<file path="config.mk">
export PLATFORM = sky130hd
export DESIGN_NAME = imem_boot_loader
export DESIGN_NICKNAME = d
export VERILOG_FILES = /design/src/rtl/imem_boot_loader_pkg.sv /design/src/rtl/imem_boot_loader_byte_assembler.sv /design/src/rtl/imem_boot_loader.sv
export SDC_FILE = /design/constraint.sdc
export NUM_CORES = 1
export LEC_CHECK = 0
export CAP_MARGIN = 10
export CORE_ASPECT_RATIO = 1.2
export CORE_MARGIN = 2
export CORE_UTILIZATION = 55
export CTS_CLUSTER_DIAMETER = 30
export DETAILED_ROUTE_END_ITERATION = 8
export MAX_ROUTING_LAYER = met4
export PLACE_DENSITY = 0.81
export SLEW_MARGIN = 25
export SYNTH_ARGS = -nofsm -noshare
export SYNTH_HDL_FRONTEND = slang
export SYNTH_SLANG_ARGS = --single-unit
</file>
<file path="constraint.sdc">
create_clock -name CLK -period 3 [get_ports CLK]
set_clock_uncertainty 0.2 [all_clocks]
set_input_delay 0.45 -clock CLK [delete_from_list [all_inputs] [get_ports CLK]]
set_output_delay 0.45 -clock CLK [all_outputs]
set_load 0.005 [all_outputs]
</file>
<file path="src/rtl/imem_boot_loader_pkg.sv">
// rtl/imem_boot_loader_pkg.sv - shared state encoding and word-geometry constants for the boot loader
package imem_boot_loader_pkg;

  typedef enum logic [2:0] {
    HDR,
    LOAD,
    WRITE,
    CHECK,
    DONE,
    ERR
  } state_t;

  localparam int BYTES_PER_WORD   = 4;
  localparam int WORD_BYTES_SHIFT = 2;

endpackage

</file>
<file path="src/rtl/imem_boot_loader_byte_assembler.sv">
// rtl/imem_boot_loader_byte_assembler.sv - 8-to-32 little-endian byte assembler, reused for header, data and checksum
module imem_boot_loader_byte_assembler
  import imem_boot_loader_pkg::*;
(
  input  logic        clk,
  input  logic        clear,
  input  logic [7:0]  data_byte,
  input  logic        accept,
  output logic [31:0] word,
  output logic        word_valid
);

  localparam logic [1:0] LAST_BYTE = 2'(BYTES_PER_WORD - 1);

  logic [1:0]  byte_cnt;
  logic [23:0] low_bytes;

  // Bytes enter at the top and shift down, so after three bytes the
  // oldest one sits in [7:0] and the fourth completes the word directly.
  always_ff @(posedge clk) begin
    if (clear) begin
      byte_cnt  <= '0;
      low_bytes <= '0;
    end else if (accept) begin
      byte_cnt  <= byte_cnt + 2'd1;
      low_bytes <= {data_byte, low_bytes[23:8]};
    end
  end

  assign word       = {data_byte, low_bytes};
  assign word_valid = accept && (byte_cnt == LAST_BYTE);

endmodule

</file>
<file path="src/rtl/imem_boot_loader.sv">
// rtl/imem_boot_loader.sv - streams a checksummed program image into instruction memory and releases CPU reset
module imem_boot_loader
  import imem_boot_loader_pkg::*;
#(
  parameter int          n         = 32,
  parameter int          MAX_WORDS = 64,
  parameter logic [31:0] BASE_ADDR = 32'h0000_0000,
  parameter int          CNT_W     = 16
) (
  input  logic             CLK,
  input  logic             rst,
  input  logic [7:0]       in_data,
  input  logic             in_valid,
  output logic             in_ready,
  output logic             imem_we,
  output logic [n-1:0]     imem_addr,
  output logic [n-1:0]     imem_wdata,
  output logic             cpu_rst,
  output logic             load_done,
  output logic             load_err,
  output logic [CNT_W-1:0] words_loaded
);

  state_t           state, state_next;
  logic [CNT_W-1:0] n_words;
  logic [CNT_W-1:0] word_idx;
  logic [CNT_W-1:0] word_idx_inc;
  logic [n-1:0]     run_xor;

  logic             accept;
  logic             asm_clear;
  logic [31:0]      asm_word;
  logic             asm_word_valid;

  assign in_ready = !rst && (state == HDR || state == LOAD || state == CHECK);
  assign accept   = in_valid && in_ready;

  // Any state change starts a fresh word, so a stale partial word can
  // never bleed from one phase into the next.
  assign asm_clear = rst || (state_next != state);

  imem_boot_loader_byte_assembler u_byte_assembler (
    .clk        (CLK),
    .clear      (asm_clear),
    .data_byte  (in_data),
    .accept     (accept),
    .word       (asm_word),
    .word_valid (asm_word_valid)
  );

  assign word_idx_inc = word_idx + 1'b1;

  always_comb begin
    state_next = state;
    case (state)
      HDR: begin
        if (asm_word_valid) begin
          if (asm_word > 32'(MAX_WORDS))
            state_next = ERR;
          else if (asm_word == 32'd0)
            state_next = CHECK;
          else
            state_next = LOAD;
        end
      end
      LOAD: begin
        if (asm_word_valid)
          state_next = WRITE;
      end
      WRITE: begin
        state_next = (word_idx_inc == n_words) ? CHECK : LOAD;
      end
      CHECK: begin
        if (asm_word_valid)
          state_next = (asm_word == run_xor) ? DONE : ERR;
      end
      DONE:    state_next = DONE;
      ERR:     state_next = ERR;
      default: state_next = ERR;
    endcase
  end

  always_ff @(posedge CLK) begin
    if (rst) begin
      state      <= HDR;
      n_words    <= '0;
      word_idx   <= '0;
      run_xor    <= '0;
      imem_addr  <= BASE_ADDR;
      imem_wdata <= '0;
    end else begin
      state <= state_next;
      // The header has already been range-checked, so the low CNT_W bits hold N exactly.
      if (state == HDR && asm_word_valid)
        n_words <= asm_word[CNT_W-1:0];
      if (state == LOAD && asm_word_valid) begin
        imem_wdata <= asm_word;
        imem_addr  <= BASE_ADDR + (n'(word_idx) << WORD_BYTES_SHIFT);
      end
      if (state == WRITE) begin
        word_idx <= word_idx_inc;
        run_xor  <= run_xor ^ imem_wdata;
      end
    end
  end

  assign imem_we      = (state == WRITE);
  assign cpu_rst      = (state != DONE);
  assign load_done    = (state == DONE);
  assign load_err     = (state == ERR);
  assign words_loaded = word_idx;

endmodule

</file>
; ---- Yosys cells after proc, flatten, opt, wreduce, memory -nomap -nowiden
; Index checks and enable logic that the tools add are counted.
; Widths: inputs -> output; s select.
[totals]
regBits = 141
inputBits = 11
output_inout_bits = 85
word_cells = 41
[op_classes]
add_sub_neg = 2
magnitude_cmp = 1
eq_ne = 10
n_mux = 8
n_bitwise = 1
n_reduce_logical = 11
[op_table]
columns = operator, n
row1 = $eq 32x32->1, 1
row2 = $gt 32x7->1 const B, 1
row3 = $logic_not 32->1, 1
row4 = $xor 32x32->32, 1
row5 = $add 16x1->16 const B, 1
row6 = $eq 16x16->1, 1
row7 = $pmux 3 s5, 1
row8 = $mux 3, 4
row9 = $eq 3x2->1 const B, 2
row10 = $eq 3x3->1 const B, 2
row11 = $logic_and 1x1->1, 5
row12 = $mux 2, 2
row13 = $eq 3x1->1 const B, 1
row14 = $logic_not 3->1, 1
row15 = $logic_or 1x1->1, 3
row16 = $ne 3x3->1, 1
row17 = $ne 3x3->1 const B, 1
row18 = $add 2x1->2 const B, 1
row19 = $eq 2x2->1 const B, 1
row20 = $logic_not 1->1, 1
row21 = $mux 1, 1

; ---- Longest topological paths before layout
; Gate-level depths: netlist of run 1.
[depth]
word_depth = 10
mapped_depth = 7
ltp_nobuf = 6

; ---- Hierarchy
; Synthesis of run 1 repeated with hierarchy kept, for this count alone.
[unflattened]
hier_cells = 770
hier_area_um2 = 6419.9
[by_module_without_submodules]
columns = module, n_inst, cells_per_inst, area_per_inst_um2, seq_area_each_um2
row1 = imem_boot_loader, 1, 676, 5396.4, 2302.2
row2 = imem_boot_loader_byte_assembler, 1, 94, 1023.5, 520.5

; ---- Worst setup path after synthesis of run 1
; No wires, ideal clock.
[synth_timing]
kind = register to register
from = register word_idx[0], in the netlist words_loaded[0]
to = register state[1]
setup_ps = 84
t_arrival_ps = 1689
required_time_ps = 2716
setup_slack_ps = 1027
path_stages_with_launch = 7
n_path_buf = 1
period_less_slack_ps = 1973
path_cell_list = dfxtp_1 -> buf_2 -> nand4_2 -> or4_1 -> a211oi_2 -> o2111ai_1 -> o31ai_2
[synth_via]
elab_chain_cells = 4
[synth_rtl]
columns = item, line_no
row1 = start: declaration, imem_boot_loader.sv:26  ; logic [CNT_W-1:0] word_idx;
row2 = start signal: assignment, imem_boot_loader.sv:101  ; word_idx <= word_idx_inc;
row3 = $add 16x1->16, imem_boot_loader.sv:51  ; assign word_idx_inc = word_idx + 1'b1;
row4 = $eq 16x16->1, imem_boot_loader.sv:71  ; state_next = (word_idx_inc == n_words) ? CHECK : LOAD;
row5 = $mux 2, imem_boot_loader.sv:71
row6 = $pmux 3 s5, imem_boot_loader.sv:55  ; case (state)
row7 = end signal: assignment, imem_boot_loader.sv:92  ; state <= state_next;
row8 = end: declaration, imem_boot_loader.sv:24  ; state_t state, state_next;
; Every way passes these cells.
; A chain may end at the register's enable or synchronous reset.

; ---- Worst setup path after layout of run 1
[layout_timing]
from = register state[0]
to = output in_ready
[layout_via]
elab_chain_cells = 4
word_cells_on_any_way = 6
cone_classes = 2 x eq/ne / 4 x reduce/logical
[layout_rtl]
columns = item, line_no
row1 = $eq 3x1->1 / $logic_not 3->1 (equally long branches), imem_boot_loader.sv:35  ; assign in_ready = !rst && (state == HDR || state == LOAD || state == CHECK);
row2 = $logic_or 1x1->1, imem_boot_loader.sv:35
row3 = $logic_or 1x1->1 (*), imem_boot_loader.sv:35
row4 = $logic_and 1x1->1 (*), imem_boot_loader.sv:35
row5 = end: declaration, imem_boot_loader.sv:14  ; output logic in_ready,
; Every way passes the cells marked *; elsewhere a longest branch is shown, timed or not.

==> results of run 1 <==
[report_power, final]
group	leakage [uW]	switching, uW	total, uW	internal (uW)
Sequential	0.00114	16.3	1900	1880
Combinational	0.00160	76.1	121	44.5
Clock	0.000293	778	2100	1320
Total	0.00303	871	4120	3250
[sequential cells by signal, summed over array words and instances (netlist names)]
name                        count
imem_wdata                     32
u_byte_assembler.byte_cnt       2
run_xor                        32
u_byte_assembler.low_bytes     24
state                           3
n_words                        16
imem_addr                      16
words_loaded                   16
[path summary, 6_finish.rpt]
path / to / slack, ps
worst max register to register: words_loaded[12] / 710
worst min-delay path: words_loaded[4] / 230
worst max-delay path: in_ready / 440
worst min register to register: imem_addr[12] / 250
[layer usage]
| metal | global-route usage | up-vias | share of wire |
|---|---|---|---|
| li1 | - | 2589 | - |
| met1 | 0.315 | 2594 | 0.40 |
| met2 | 0.483 | 185 | 0.53 |
| met3 | 0.0597 | 33 | 0.042 |
| met4 | 0.106 | 0 | 0.024 |
| met5 | - | - | 0 |
[synthesized netlist by cell type, types with 2 or more instances]
cell type    n
buf_6        2
o21ai_0      3
nand3_1     10
nor2_1      80
nor3_1       5
buf_2       12
or3_1        3
a311oi_1     2
dfxtp_1    141
nand2_1    172
a21oi_1     72
and4_1       4
ha_1         2
buf_1        3
nand2b_1     3
nor4_1      16
o21ai_1      2
inv_1        4
nor2b_1      2
o31ai_1      2
xnor2_1     17
nor3b_1      2
o211ai_1     3
mux2i_1     27
clkbuf_1    25
xor2_1      78
buf_4       21
nand3b_1     2
and3_1       6
nand4_1      7
a31oi_1      2
[final cells by class]
class | instances | area, um^2 | area share
sequential | 141 | 2820 | 0.365
tap | 154 | 193 | 0.0249
timing repair buffer | 95 | 921 | 0.119
clock inverter | 12 | 145 | 0.0188
multi-input combinational | 560 | 3200 | 0.413
clock buffer | 20 | 447 | 0.0577
inverter | 4 | 15.0 | 0.00194
[kinds of logic after synthesis]
kind of cell / Yosys count / synth area share
simple gates: 322 / 0.223
flops: 141 / 0.445
compound gates: 98 / 0.0919
xor+xnor: 95 / 0.131
buf+inv: 70 / 0.0619
mux: 27 / 0.0426
fa+ha+maj: 2 / 0.00394
other cells: 1 / 0.000591
[through the flow]
stage	util	setup WS [ps]	instance area [um^2]	total power [uW]	instances
finish	0.695	441	7740	4120	986
global route	0.695	350	7740	4240	986
CTS	0.695	437	7740	4130	986
detailed placement	0.642	555	7150	2060	954
global placement	0.642	593	7150	2050	954
floorplan	-	1030	6400	2030	771
[worst max-delay path, cell delays in order (launching register included)]
cell and delay [ps]:
dfxtp_1 550, nor2b_1 110, nor3_1 270, clkdlybuf4s50_1 570
==> results.md, run 1 <==
- Counting flops with an async set or reset pin after synthesis yields a share of 0.
- The clock tree from TritonCTS is yes.
- The worst ir drop on vdd is 0.353 mV.
- The half-perimeter wire length of the detailed placement result is 11.2 mm.
- The period utilization is 0.853.
- The run finished with clean final reports.
- The final setup violation count is 0.
- After detailed routing, the average wire length per cell comes to 16.4 um.
- The number of buffers added to fix hold violations after cts is 0.
- After clock tree synthesis, the repair step resized 0 gates.
- The H-tree depth is 4.
- The initial antenna violation count is 0.
- The post-synthesis instance total is 756.
- The library cell used most frequently in the layout, excluding fill and tap cells, is nand2_1.
- The die covers 12400 um^2.
- The prevailing post-synth register cell is dfxtp_1.
- The worst setup path is captured at a primary output.
- The synthesized design contains 0 enable-type register cells.
- After floorplanning, the core was sized to cover 11100 um^2.
- The share of synthesized area occupied by flip-flops and latches is 0.445.
- The synthesis-stage register bit count is 141.
- Static timing analysis puts the maximum clock frequency at 0.391 GHz.
- Clock tree synthesis found a total of 141 sinks.
- The number of pins exceeding their max-slew limit in the final report is 0.
- The overall die height is 122 um.
- Adding up every negative setup slack in the final design gives 0 ps.
- In this run the critical register-to-register path is launched from state[1].
- Entering global routing, the biggest net connects 45 pins.
- The remaining global-route overflow is 0.
- The detailed router finished its first iteration with 361 violations.
- The tightest slew margin relative to the limit is 0.620.
- The global placement routability congestion is 0.896.
- For the worst setup path, the data arrival time is 1910 ps.
- In this run the remaining antenna-violating nets after routing total 0.
- The final layout contains routed wiring with a total length of 16.1 mm.
- Clock-pin slew was measured on the worst setup and hold paths at 60 ps.
- In the post-synthesis netlist, the biggest area contributors are dfxtp_1, xor2_1, nand2_1.
- In the routed design, unresolved DRC markers number 0.
- The global-route wire length before repair is 26.2 mm.
- The fraction of layout cells with a size suffix above 1 is 0.0697.
- The worst hold-check path type is in -> reg.
- The via count of the first global-routing pass is 5315.
- For the worst-skew pair, the clock arrives at the later sink with an insertion delay of 410 ps.
- The proportion of netlist area held by the largest area contributor is 0.445.
- Hold timing on the final database bottoms out at a slack of 226 ps.
- The required time at the worst-slack endpoint is 2350 ps.
- Dividing the detail-routed via count by the number of cells gives 5.48.
- The maximum buffer depth of the clock tree is 2.
- The count of TritonRoute iterations in the first routing pass is 7.
- The horizontal extent of the die is 102 um.
- The number of vias in the routed layout is 5401.
- The setup path with the least slack is of type reg -> out.
- The count of filler cells inserted in the layout is 904.
- The cell at the root of the clock tree is clkbuf_16.
- The all-layer global routing usage is 0.279.
- TritonCTS created 17 clock buffers.
- Row generation in the floorplan step produced 42 rows.
- Relative to the synthesized area, the layout overhead comes to 22.0%.
- Tracing the worst setup path back leads to its startpoint at state[0].
- The routed design could run at a clock period as short as 2560 ps.
- The max-cap violation count is 0.
- The cell depth of the worst flop-to-flop path is 5.
- The largest fanout on the critical path is 10.
- The nature of the critical path startpoint is a flip-flop.
- Power spread over the standard cell area amounts to 532 nW/um^2.
- The post-CTS setup buffer count is 0.
- The largest total area in the synthesized netlist belongs to dfxtp_1.
- The synthesized area divided by synthesized cell count is 8.39 um^2.
- The synthesized netlist contains 57 unique library cells.
- The number of antenna cells inserted is 0.
- The total number of nets in the final design is 832.
- Setup repair after global routing left no endpoint under its margin.
- The count of port buffers added during placement is 79.
- The top cell types in the final layout, fill and taps aside, are nand2_1, dfxtp_1, nor2_1.
- The number of warnings issued by yosys is 0.
- The initial utilization of the core area, before any placement, comes to 0.569.
- The number of endpoints with negative hold slack in the final report was 0.
- The depth of the worst hold-timing path is 2.
- During I/O placement, the number of pins put on the boundary was 96.
- The hold path startpoint is rst.
- For this design the static power due to leakage is 0.00303 uW.
- The cell area after technology mapping is 6340 um^2.
- The actual transition at the worst max-transition pin is 564 ps.
(Power assumes the default switching activity.)
==> inputs of run 2 (changes only) <==
Settings changed: SYNTH_HIERARCHICAL set to 1.
==> results.md, run 2 <==
- The flow ran to the end, and the final reports show no timing, DRC or antenna violations.
- The portion of netlist area occupied by mux cells came to 0.0407 (-0.00188).
- The path class of the tightest hold or removal check is reg -> reg.
- The maximum buffer depth of the clock tree is 2 (unchanged).
- The fraction of synthesized cell area in xor and xnor cells is 0.127 (-0.00431).
- The arrival time reported for the critical path endpoint came to 2910 ps (+1000 ps).
- The post-placement cell area is 7170 um^2 (+0.32%).
- The max-cap violation count is 0 (unchanged).
- The highest clock frequency the design can meet is 0.358 GHz (-8.4%).
- The final instance area was 7810 um^2 (+0.94%).
- The clock tree from TritonCTS is yes.
- CTS placed an instance of clkbuf_16 at the clock tree root.
- Sorting the synthesized cells by how often they occur yields nand2_1, dfxtp_1, nor2_1.
- The number of antenna cells inserted was 0 (unchanged).
- The power density relative to cell area is 542 nW/um^2 (+1.9%).
- The number of pins exceeding their max-slew limit in the final report is 0 (unchanged).
- The area enclosed by the die boundary is 12600 um^2 (+1.2%).
- The post-CTS setup buffer count is 0 (unchanged).
- The number of vias in the routed layout was 5449 (+0.89%).
- The synthesized-area fraction occupied by ao, oa, aoi and oai cells is 0.0910 (-0.000916).
- The CTS sink count came to 141 (unchanged).
- The global-route wire length before repair is 26.1 mm (-0.37%).
- The total number of nets in the final design was 845 (+1.6%).
- The launch instance of the worst register-to-register path is state[0].
- The largest registers in the layout are imem_wdata: 32 flops, run_xor: 32 flops, u_byte_assembler/low_bytes: 24 flops.
- The half-perimeter wire length of the detailed placement result is 11.4 mm (+1.7%).
- The clock-pin slew of the registers on the worst-case setup and hold paths was 60 ps (about the same).
- The count of flip-flops with a built-in enable after synthesis is 0 (unchanged).
- The setup slack at placement is 200 ps (-356 ps).
- Yosys instantiated no cell more often than nand2_1.
- The actual transition at the worst max-transition pin came to 719 ps (+154 ps).
- The latest clock arrival within the worst-skew pair is 410 ps (about the same).
- The post-detailed-route DRC marker count is 0 (unchanged).
- The static leakage power came to 0.00295 uW (-2.9%).
- The sequential standard cell area is 2820 um^2 (unchanged).
- The count of routing violations after the opening detailed-route iteration came to 377 (+4.4%).
- The count of TritonRoute iterations in the first routing pass came to 5 (-2).
- Setup repair after global routing left no endpoint under its margin.
- The worst setup path category is reg -> reg.
- The overall die height is 122 um (+0.59%).
- The area share of and/or/nand/nor cells after synthesis is 0.229 (+0.00627).
- The cell area after technology mapping is 6420 um^2 (+1.2%).
- The distinct cell type count after synthesis is 55 (-3.5%).
- The synthesized area divided by synthesized cell count is 8.34 um^2 (-0.62%).
- The post-synthesis instance total is 770 (+1.9%).
- The period utilization was 0.931 (+0.0782).
- The final worst-path setup slack is 207 ps (-235 ps).
- The H-tree depth is 4 (unchanged).
- The fraction of layout cells with a size suffix above 1 is 0.0769 (+0.00721).
- The post-synthesis async set-or-reset flop share came to 0 (unchanged).
- The synthesis-to-layout area growth is 21.7%.
- After synthesis, the largest family of logic cells by area is simple AND/OR/NAND/NOR gates.
- The global placement routability congestion came to 0.987 (+10%).
- The number of endpoints with negative hold slack in the final report came to 0 (unchanged).
- The detail-routed via count per cell is 5.44 (-0.72%).
- In the post-synthesis netlist, the biggest area contributors are dfxtp_1, xor2_1, nand2_1.
- The overall power after layout is 4240 uW (+2.9%).
- The horizontal extent of the die was 103 um (+0.58%).
- The proportion of netlist area held by the largest area contributor is 0.440 (-0.00538).
- The share of synthesized area occupied by flip-flops and latches is 0.440 (-0.00538).
- The maximum number of pins on one net before global-route repair is 75 (+67%).
- The critical path starts at state[0].
- The largest fanout on the critical path is 8 (-2).
- The core region area is 11500 um^2 (+2.9%).
- The via count of the first global-routing pass is 5272 (-0.81%).
- The number of buffers added to fix hold violations after cts is 0 (unchanged).
- The tightest slew margin relative to the limit is 0.521 (-0.0993).
- The worst ir drop on vdd was 0.401 mV (+14%).
- The count of filler cells inserted in the layout is 931 (+3.0%).
- The all-layer global routing usage was 0.279 (about the same).
- The final critical delay including setup and external delays is 2790 ps (+235 ps).
- The routed length per placed instance was 16.4 um (about the same).
- The worst setup path is launched from a flip-flop.
- The count of port buffers added during placement is 79 (unchanged).
- The remaining global-route overflow is 0 (unchanged).
- The worst hold-check slack is 255 ps (+28.4 ps).
- The remaining number of nets flagged by the antenna check after routing came to 0 (unchanged).
- The count of pins on the block boundary was 96 (unchanged).
- The endpoint class of the critical path is a flip-flop.
- The dominant cell type by area after synthesis is dfxtp_1.
- The share of synthesized cell area in full adder, half adder and majority cells is 0.00390 (-0.0000477).
- The final setup violation count came to 0 (unchanged).
- The number of warnings issued by yosys is 6 (+6).
- The number of buffers created by CTS is 17 (unchanged).
- The required time at the worst-slack endpoint is 3120 ps (+770 ps).
- The initial antenna violation count is 0 (unchanged).
- The starting density of the core is 0.560 (-0.00908).
- The hold path startpoint is imem_addr[8].
- The final-layout setup total negative slack is 0 ps (unchanged).
- The most common cell after layout, fill and taps aside is nand2_1.
- The synthesis-stage register bit count came to 141 (unchanged).
- The overall routed net length is 16.4 mm (+1.7%).
- The total area of multi-input combinational cells is 3220 um^2 (+0.70%).
- Leaving out fill and tap cells, the most frequent cells in the layout are nand2_1, dfxtp_1, nor2_1, clkdlybuf4s50_1.
- The prevailing post-synth register cell is dfxtp_1.
- The site row count was 43 (+2.4%).
[run 2: logic make-up after synthesis]
| kind of cell | count (synthesis) |
|---|---|
| other | 1 |
| buffers and inverters | 73 |
| and+or+nand+nor | 331 |
| muxes | 26 |
| adders and majority gates | 2 |
| AOI/OAI and AO/OA | 103 |
| xor gates and xnor gates | 93 |
| DFF | 141 |
[run 2: worst max-delay path, cell delays in order, from the launching register on]
cell and delay (ps):
dfxtp_1 450, and2b_2 280, nor3_1 280, and2_1 190
and2_1 210, nor2b_2 270, nand2_1 90, or3_1 310
o32ai_1 250, nand2b_1 110, o41ai_2 60
[run 2: routing by layer]
layer	track usage	vias up	routed length, um
li1	-	2627	-
met4	0.133	0	527
met3	0.0495	43	699
met5	-	-	0
met1	0.309	2609	6650
met2	0.481	170	8530
[run 2: timing repair]
action	4_1_cts	5_1_grt
hold endpoints to repair	0	0
resized for setup	0	3
setup endpoints to repair	0	67
[run 2: final cells by class]
cell class	instances	share of cell area
clock buffers	21	0.0615
repair buffers	95	0.117
well taps	157	0.0251
inverters	6	0.00352
multi-input cells	571	0.412
clock inverters	11	0.0197
flip-flops and latches	141	0.361
[run 2: power by group]
part           total, uW  switching [uW]  internal (uW)
logic                121            77.9           42.8
clock network       2220             812           1410
registers           1900            15.4           1880
total               4240             905           3330
[run 2: through the flow]
stage | util | cells
2_1_floorplan | - | 785
3_3_place_gp | 0.626 | 970
3_5_place_dp | 0.626 | 970
4_1_cts | 0.681 | 1002
5_1_grt | 0.682 | 1002
6_report | 0.682 | 1002
[run 2: final timing paths]
path | cells after the start | slack, ps | endpoint
worst min register to register | 2 | 250 | imem_addr[8]
worst max-delay path | 10 | 210 | state[1]
worst min-delay path | 2 | 250 | imem_addr[8]
worst max register to register | 10 | 210 | state[1]
==> inputs of run 3 (changes only) <==
--- a/config.mk
+++ b/config.mk
@@ -12,4 +12,5 @@
 export CTS_CLUSTER_DIAMETER = 30
 export DETAILED_ROUTE_END_ITERATION = 8
+export GPL_ROUTABILITY_DRIVEN = 0
 export MAX_ROUTING_LAYER = met4
 export PLACE_DENSITY = 0.81
==> constraint.sdc (replaced) <==
create_clock -name CLK -period 3 [get_ports CLK]
set_clock_uncertainty 0.2 [all_clocks]
set_input_delay 0.45 -clock CLK [delete_from_list [all_inputs] [get_ports CLK]]
set_output_delay 0.45 -clock CLK [all_outputs]
set_load 0.1 [all_outputs]
==> results.md, run 3 (same netlist as run 2, synthesis figures left out) <==
- The worst hold-check slack is 253 ps (-1.96 ps).
- The required time at the worst-slack endpoint came to 2350 ps (-770 ps).
- The core region area is 11500 um^2 (unchanged).
- The remaining global-route overflow came to 0 (unchanged).
- The count of port buffers added during placement came to 79 (unchanged).
- TritonCTS built the clock tree.
- The H-tree depth is 4 (unchanged).
- The static leakage power is 0.00303 uW (+2.7%).
- The reg-to-reg setup timing slack is 260 ps (+50 ps).
- The met3 track demand over resource in global routing was 0.0598 (+0.0103).
- The via count of the first global-routing pass is 5239 (-0.63%).
- The horizontal extent of the die is 103 um (unchanged).
- The flow ran to the end, and the final reports show no timing, DRC or antenna violations.
- STA classifies the critical path startpoint as a flip-flop.
- The cell at the root of the clock tree is clkbuf_16.
- The final setup violation count is 0 (unchanged).
- The largest fanout on the critical path is 21 (+13).
- The synthesis-to-layout area growth is 18.2%.
- The met1 usage in global routing was 0.295 (-0.0148).
- The clock-pin slew of the registers on the worst-case setup and hold paths is 60 ps (about the same).
- The count of filler cells inserted in the layout came to 936 (+0.54%).
- The detail-routed via count per cell came to 5.47 (+0.50%).
- Setup repair after global routing left no endpoint under its margin.
- The area enclosed by the die boundary is 12600 um^2 (unchanged).
- The non-filler instance count after layout is 995 (-0.70%).
- The period utilization is 0.931 (about the same).
- The site row count is 43 (unchanged).
- The latest clock arrival within the worst-skew pair is 420 ps (about the same).
- The starting density of the core is 0.560 (unchanged).
- The final critical delay including setup and external delays was 2790 ps (-1.77 ps).
- The arrival time reported for the critical path endpoint was 2140 ps (-770 ps).
- The actual transition at the worst max-transition pin was 876 ps (+158 ps).
- The count of pins on the block boundary came to 96 (unchanged).
- The worst ir drop on vdd is 0.356 mV (-11%).
- The most common cell after layout, fill and taps aside is nand2_1.
- The CTS sink count is 141 (unchanged).
- The power density relative to cell area is 557 nW/um^2 (+2.7%).
- The number of vias in the routed layout came to 5438 (-0.20%).
- The highest clock frequency the design can meet is 0.358 GHz (about the same).
- The half-perimeter wire length of the detailed placement result was 10.9 mm (-4.4%).
- In this run the critical register-to-register path is launched from words_loaded[0].
- The cell depth of the worst flop-to-flop path is 7 (-3).
- The number of endpoints with negative hold slack in the final report is 0 (unchanged).
- The maximum number of pins on one net before global-route repair is 73 (-2.7%).
- The number of gates resized after CTS is 0 (unchanged).
- The routed length per placed instance is 15.8 um (-3.6%).
- The met2 usage is 0.442 (-0.0388).
- The overall die height is 122 um (unchanged).
- The largest registers in the layout are imem_wdata: 32 flops, run_xor: 32 flops, u_byte_assembler/low_bytes: 24 flops.
- The post-detailed-route DRC marker count was 0 (unchanged).
- The all-layer global routing usage is 0.265 (-0.0145).
- The global-route wire length before repair is 25.1 mm (-3.8%).
- The endpoint of the worst register-to-register path is state[1].
- The depth of the worst hold-timing path was 2 (unchanged).
- The number of pins exceeding their max-slew limit in the final report is 0 (unchanged).
- The number of buffers added to fix hold violations after cts is 0 (unchanged).
- The cell count after placement came to 964 (-0.62%).
- The startpoint identified for the worst hold timing path is imem_addr[11].
- The count of routing violations after the opening detailed-route iteration came to 257 (-32%).
- The worst hold-check path type is reg -> reg.
- The number of antenna cells inserted is 0 (unchanged).
- The maximum buffer depth of the clock tree was 2 (unchanged).
- The worst-case hold path end point is imem_addr[11].
- The initial antenna violation count is 0 (unchanged).
- The max-cap violation count is 0 (unchanged).
- The post-CTS setup buffer count is 0 (unchanged).
- The worst setup path is captured at a primary output.
- The busiest metal layer after global routing is met2.
- The count of TritonRoute iterations in the first routing pass was 5 (unchanged).
- The remaining number of nets flagged by the antenna check after routing is 0 (unchanged).
- The number of buffers created by CTS is 17 (unchanged).
- Leaving out fill and tap cells, the most frequent cells in the layout are nand2_1, dfxtp_1, buf_4.
- The total number of nets in the final design was 839 (-0.71%).
- The worst setup path is of the reg -> out kind.
- The fraction of layout cells with a size suffix above 1 is 0.159 (+0.0818).
- The overall routed net length was 15.7 mm (-4.3%).
- The tightest slew margin relative to the limit is 0.416 (-0.105).
run 3: per-stage QoR:
stage          setup slack, ps  power (uW)   util  TNS [ps]  area (um^2)
2_1_floorplan             -386        2140      -    -12630         6620
5_1_grt                    130        4340  0.662         0         7590
3_5_place_dp               274        2140  0.610         0         6990
6_report                   208        4230  0.662         0         7590
3_3_place_gp               353        2140  0.610         0         6990
4_1_cts                    208        4240  0.662         0         7590
run 3: how the worst max path moves through the flow:
stage                         start  endpoint  slack (ps)  depth (start not counted)
finish                     state[1]   imem_we         210                          5
global route        words_loaded[0]  state[1]         130                          7
CTS                        state[1]   imem_we         210                          5
detailed placement         in_valid  state[1]         270                          9
global placement           in_valid  state[1]         350                          9
floorplan                  state[1]  state[1]        -390                         13
run 3: layout make-up:
cell class	instances	area [um^2]	share of cell area
multi-input combinational	571	3250	0.428
sequential	141	2820	0.372
timing repair buffer	89	691	0.0910
clock buffer	19	453	0.0597
tap	157	196	0.0259
clock inverter	12	145	0.0191
inverter	6	27.5	0.00363
run 3: power by group:
group          internal (uW)  switching, uW
clock                   1340            784
combinational           43.9            165
sequential              1880           15.3
total                   3260            965
run 3: worst max-delay path, stage by stage, from the launching register on:
cell and delay (ps):
dfxtp_1 530, and2b_2 270, nand2_4 80, clkinv_4 170, buf_4 310, buf_4 340
run 3: metal layers:
| metal | share of wire | up-vias |
|---|---|---|
| li1 | - | 2616 |
| met1 | 0.40 | 2584 |
| met2 | 0.51 | 194 |
| met3 | 0.053 | 44 |
| met4 | 0.034 | 0 |
| met5 | 0 | - |
==> RTL edit 1 (config.mk and constraints of run 3) <==
Encoding of `state_t`: now one-hot (6 bits for 6 states).
--- a/src/rtl/imem_boot_loader_pkg.sv
+++ b/src/rtl/imem_boot_loader_pkg.sv
@@ -2,11 +2,11 @@
 package imem_boot_loader_pkg;
 
-  typedef enum logic [2:0] {
-    HDR,
-    LOAD,
-    WRITE,
-    CHECK,
-    DONE,
-    ERR
+  typedef enum logic [5:0] {
+    HDR   = 6'b000001,
+    LOAD  = 6'b000010,
+    WRITE = 6'b000100,
+    CHECK = 6'b001000,
+    DONE  = 6'b010000,
+    ERR   = 6'b100000
   } state_t;
 
Formal check against the unedited RTL: same outputs for any inputs over 10 cycles, from zero or initial values and one cycle with rst high; not proved beyond that.
==> RTL edit 1 against run 3 <==
- synthesized area rose by 3.8%
- combinational power rose by 27%
- cell count rose by 1.7%
- global-route usage rose by 0.24 points
- register-to-register slack got worse by 130 ps
- largest power group unchanged
- design area rose by 4.9%
- total power rose by 1.7%
- critical path type unchanged
- sequential cell count rose by 3
- worst setup slack got worse by 130 ps
- die area rose by 3.6%
- non-clock buffer count rose by 9
- wire length rose by 6.8%
==> RTL edit 1: results (changes against run 3) <==
* Multi-input gate area: 3430 um2 (+5.5%)
- Arrival time at the worst endpoint: 2280 ps (+140 ps)
- In this run the most critical hold path is launched from imem_addr[8]$_SDFFE_PP0P_.
- Overall fraction of global-route tracks in use: 26.7% (+0.24 points)
- The hold slack came to 254 ps (+1.58 ps).
- Proportion of layout cells with a drive suffix above 1: 18.6% (+2.7 points)
* Bufs w/o clock: 98 (+10%)
- Number of instances in the placed design: 981 (+1.8%)
* #MultiIn Comb: 572 (+0.18%)
- Post-layout min period: 2930 ps (+135 ps)
* End point of the most critical hold path: imem_addr[8]$_SDFFE_PP0P_
* Headroom to the max-slew limit: 53.0% (+11 points)
- By count the netlist is led by dfxtp_1, nand2_1, nor2_1.
* Cell count of the worst reg-to-reg path: 11 (+4)
- Non-clock buffer area fraction after layout: 10.2% (+1.1 points)
* Leakage power of the design: 0.00327 uW (+8.2%)
- Pin count of the biggest net entering global routing: 70 (-4.1%)
* Count of non-filler cells in the finished layout: 1,012 (+1.7%)
- The largest vdd supply drop came to 0.000370 V (+3.9%).
- By area the synthesized netlist is led by dfxtp_1, xor2_1, nand2_1.
* FF-to-FF Start: state[0]$_SDFF_PP1_
- The die outline area was 13,000 um2 (+3.6%).
- The mean post-synth cell area came to 8.52 um2 (+2.2%).
- Nets: 852 (+1.5%)
- Met2 Routed Length: 8.72 mm (+7.9%)
- The via count of the first global-routing pass was 5,427 (+3.6%).
- The run finished with clean final reports.
* Sequential cell area fraction in the yosys report: 43.3% (-0.70 points)
RTL edit 1: cell types whose count changed after synthesis, moves of 4 or more:
cell / delta
nand2_1: -32
nor2_1: +30
a21oi_1: -22
mux2i_1: +15
xnor2_1: +9
buf_2: +5
nor2b_1: +5
or3_1: -5
nand2b_1: -4
RTL edit 1: layer usage:
layer,GRT usage (%),vias to the layer above
li1,-,2663
met1,29.0,2660
met3,5.08,45
met2,46.4,218
met4,13.4,0
met5,-,-
RTL edit 1: report_power, final:
group / leakage (uW) / switching [uW] / total [uW] / internal (uW)
logic: 0.00182 / 198 / 265 / 67.1
registers: 0.00117 / 12.7 / 1930 / 1920
clock network: 0.000291 / 734 / 2100 / 1370
total: 0.00327 / 945 / 4300 / 3350
RTL edit 1: cell families after synthesis:
group | count (synthesis) | synth area share, %
fa+ha+maj | 2 | 0.376
xor+xnor | 99 | 13.0
compound gates | 82 | 7.36
buf+inv | 81 | 7.00
simple gates | 331 | 22.6
mux | 42 | 6.35
flops | 144 | 43.3
other cells | 1 | 0.0563
==> RTL edit 2 (config.mk and constraints of run 3) <==
Without the edit above. Set the parameter `MAX_WORDS` to 48 (it was 64).
--- a/src/rtl/imem_boot_loader.sv
+++ b/src/rtl/imem_boot_loader.sv
@@ -4,5 +4,5 @@
 #(
   parameter int          n         = 32,
-  parameter int          MAX_WORDS = 64,
+  parameter int          MAX_WORDS = 48,
   parameter logic [31:0] BASE_ADDR = 32'h0000_0000,
   parameter int          CNT_W     = 16
Function: changed (Yosys sat finds a counterexample within 10 cycles, from zero or initial values and one cycle with rst high).
==> RTL edit 2 against run 3 <==
- sequential cell count is the same
- synthesized cell count unchanged
- non-clock buffer count increased by 1
- global-route usage down 0.34 points
- design area rose by 0.21%
- wire length fell by 1.3%
- synthesized area shrank 0.72%
- worst setup slack better by 180 ps
- total power is 1.2% higher
- largest cell class unchanged
- largest power group unchanged
- highest routed layer unchanged
==> RTL edit 2: results (changes against run 3) <==
- Status: finished clean
* Global-route wire length before repair: 24.5 mm (-2.4%)
- The met2 track demand over resource is 42.3% (-1.9 points).
- Starting DRC count in detailed routing: 363 (+41%)
- Crit Path Max Fanout: 22 (+4.8%)
- Sequential cell area fraction in the yosys report: 44.3% (+0.32 points)
* Pin count of the biggest net entering global routing: 83 (+14%)
- The number of fillers in the final layout is 919 (-1.8%).
* Leakage power of the design: 0.00301 uW (-0.63%)
* Slowest cell delay on critical path: 560 ps (+30 ps)
- The fraction of layout cells with a size suffix above 1 was 15.5% (-0.36 points).
- The adder-cell area share of the yosys netlist was 0.393% (+0.0028 points).
* Met2 Routed Length: 7.62 mm (-5.7%)
* Compound-Gate Fraction of Synth Area: 8.17% (-0.94 points)
* Share of cell area taken by muxes after synthesis: 4.26% (+0.19 points)
- Via count of the first global-routing pass: 5,026 (-4.1%)
- The hold slack was 248 ps (-4.14 ps).
- Hold path start: imem_addr[14]$_SDFFE_PP0P_
- DPL Wire Length: 10.4 mm (-4.3%)
- Commonest cells in the synthesized netlist: nand2_1, dfxtp_1, nor2_1
* Worst Max-Slew Pin Slew: 832 ps (-44.3 ps)
- The count of cell types in the netlist came to 47 (-15%).
- The total routing resource utilization after global routing came to 26.1% (-0.34 points).
* GR Layer Usage met3: 6.20% (+0.22 points)
- Number of instances in the placed design: 963 (-0.10%)
* Xor/xnor cell area share of the yosys netlist: 13.2% (+0.50 points)
* Area contributors post-synth: dfxtp_1, nand2_1, xor2_1
[RTL edit 2: cell count changes in the layout (fill, tap and decap cells not counted), sizes merged, moves of 4 or more]
cell   change
inv        +4
nand2      +6
nand3      -4
nor4       +4
[RTL edit 2: area by class of cell]
| class | count | area (um2) | area share [%] |
|---|---|---|---|
| clock inverters | 13 | 164 | 2.16 |
| inverters | 7 | 26.3 | 0.346 |
| repair buffers | 90 | 711 | 9.35 |
| flip-flops and latches | 141 | 2820 | 37.1 |
| multi-input cells | 568 | 3230 | 42.5 |
| clock buffers | 19 | 453 | 5.96 |
| well taps | 157 | 196 | 2.58 |
[RTL edit 2: through the flow]
step | power (uW) | setup WS, ps | util [%]
after floorplan | 2130 | -40.8 | -
after global placement | 2140 | 596 | 61.3
after detailed placement | 2140 | 503 | 61.3
after CTS | 4280 | 386 | 66.7
after global routing | 4390 | 266 | 66.7
final | 4280 | 390 | 66.7
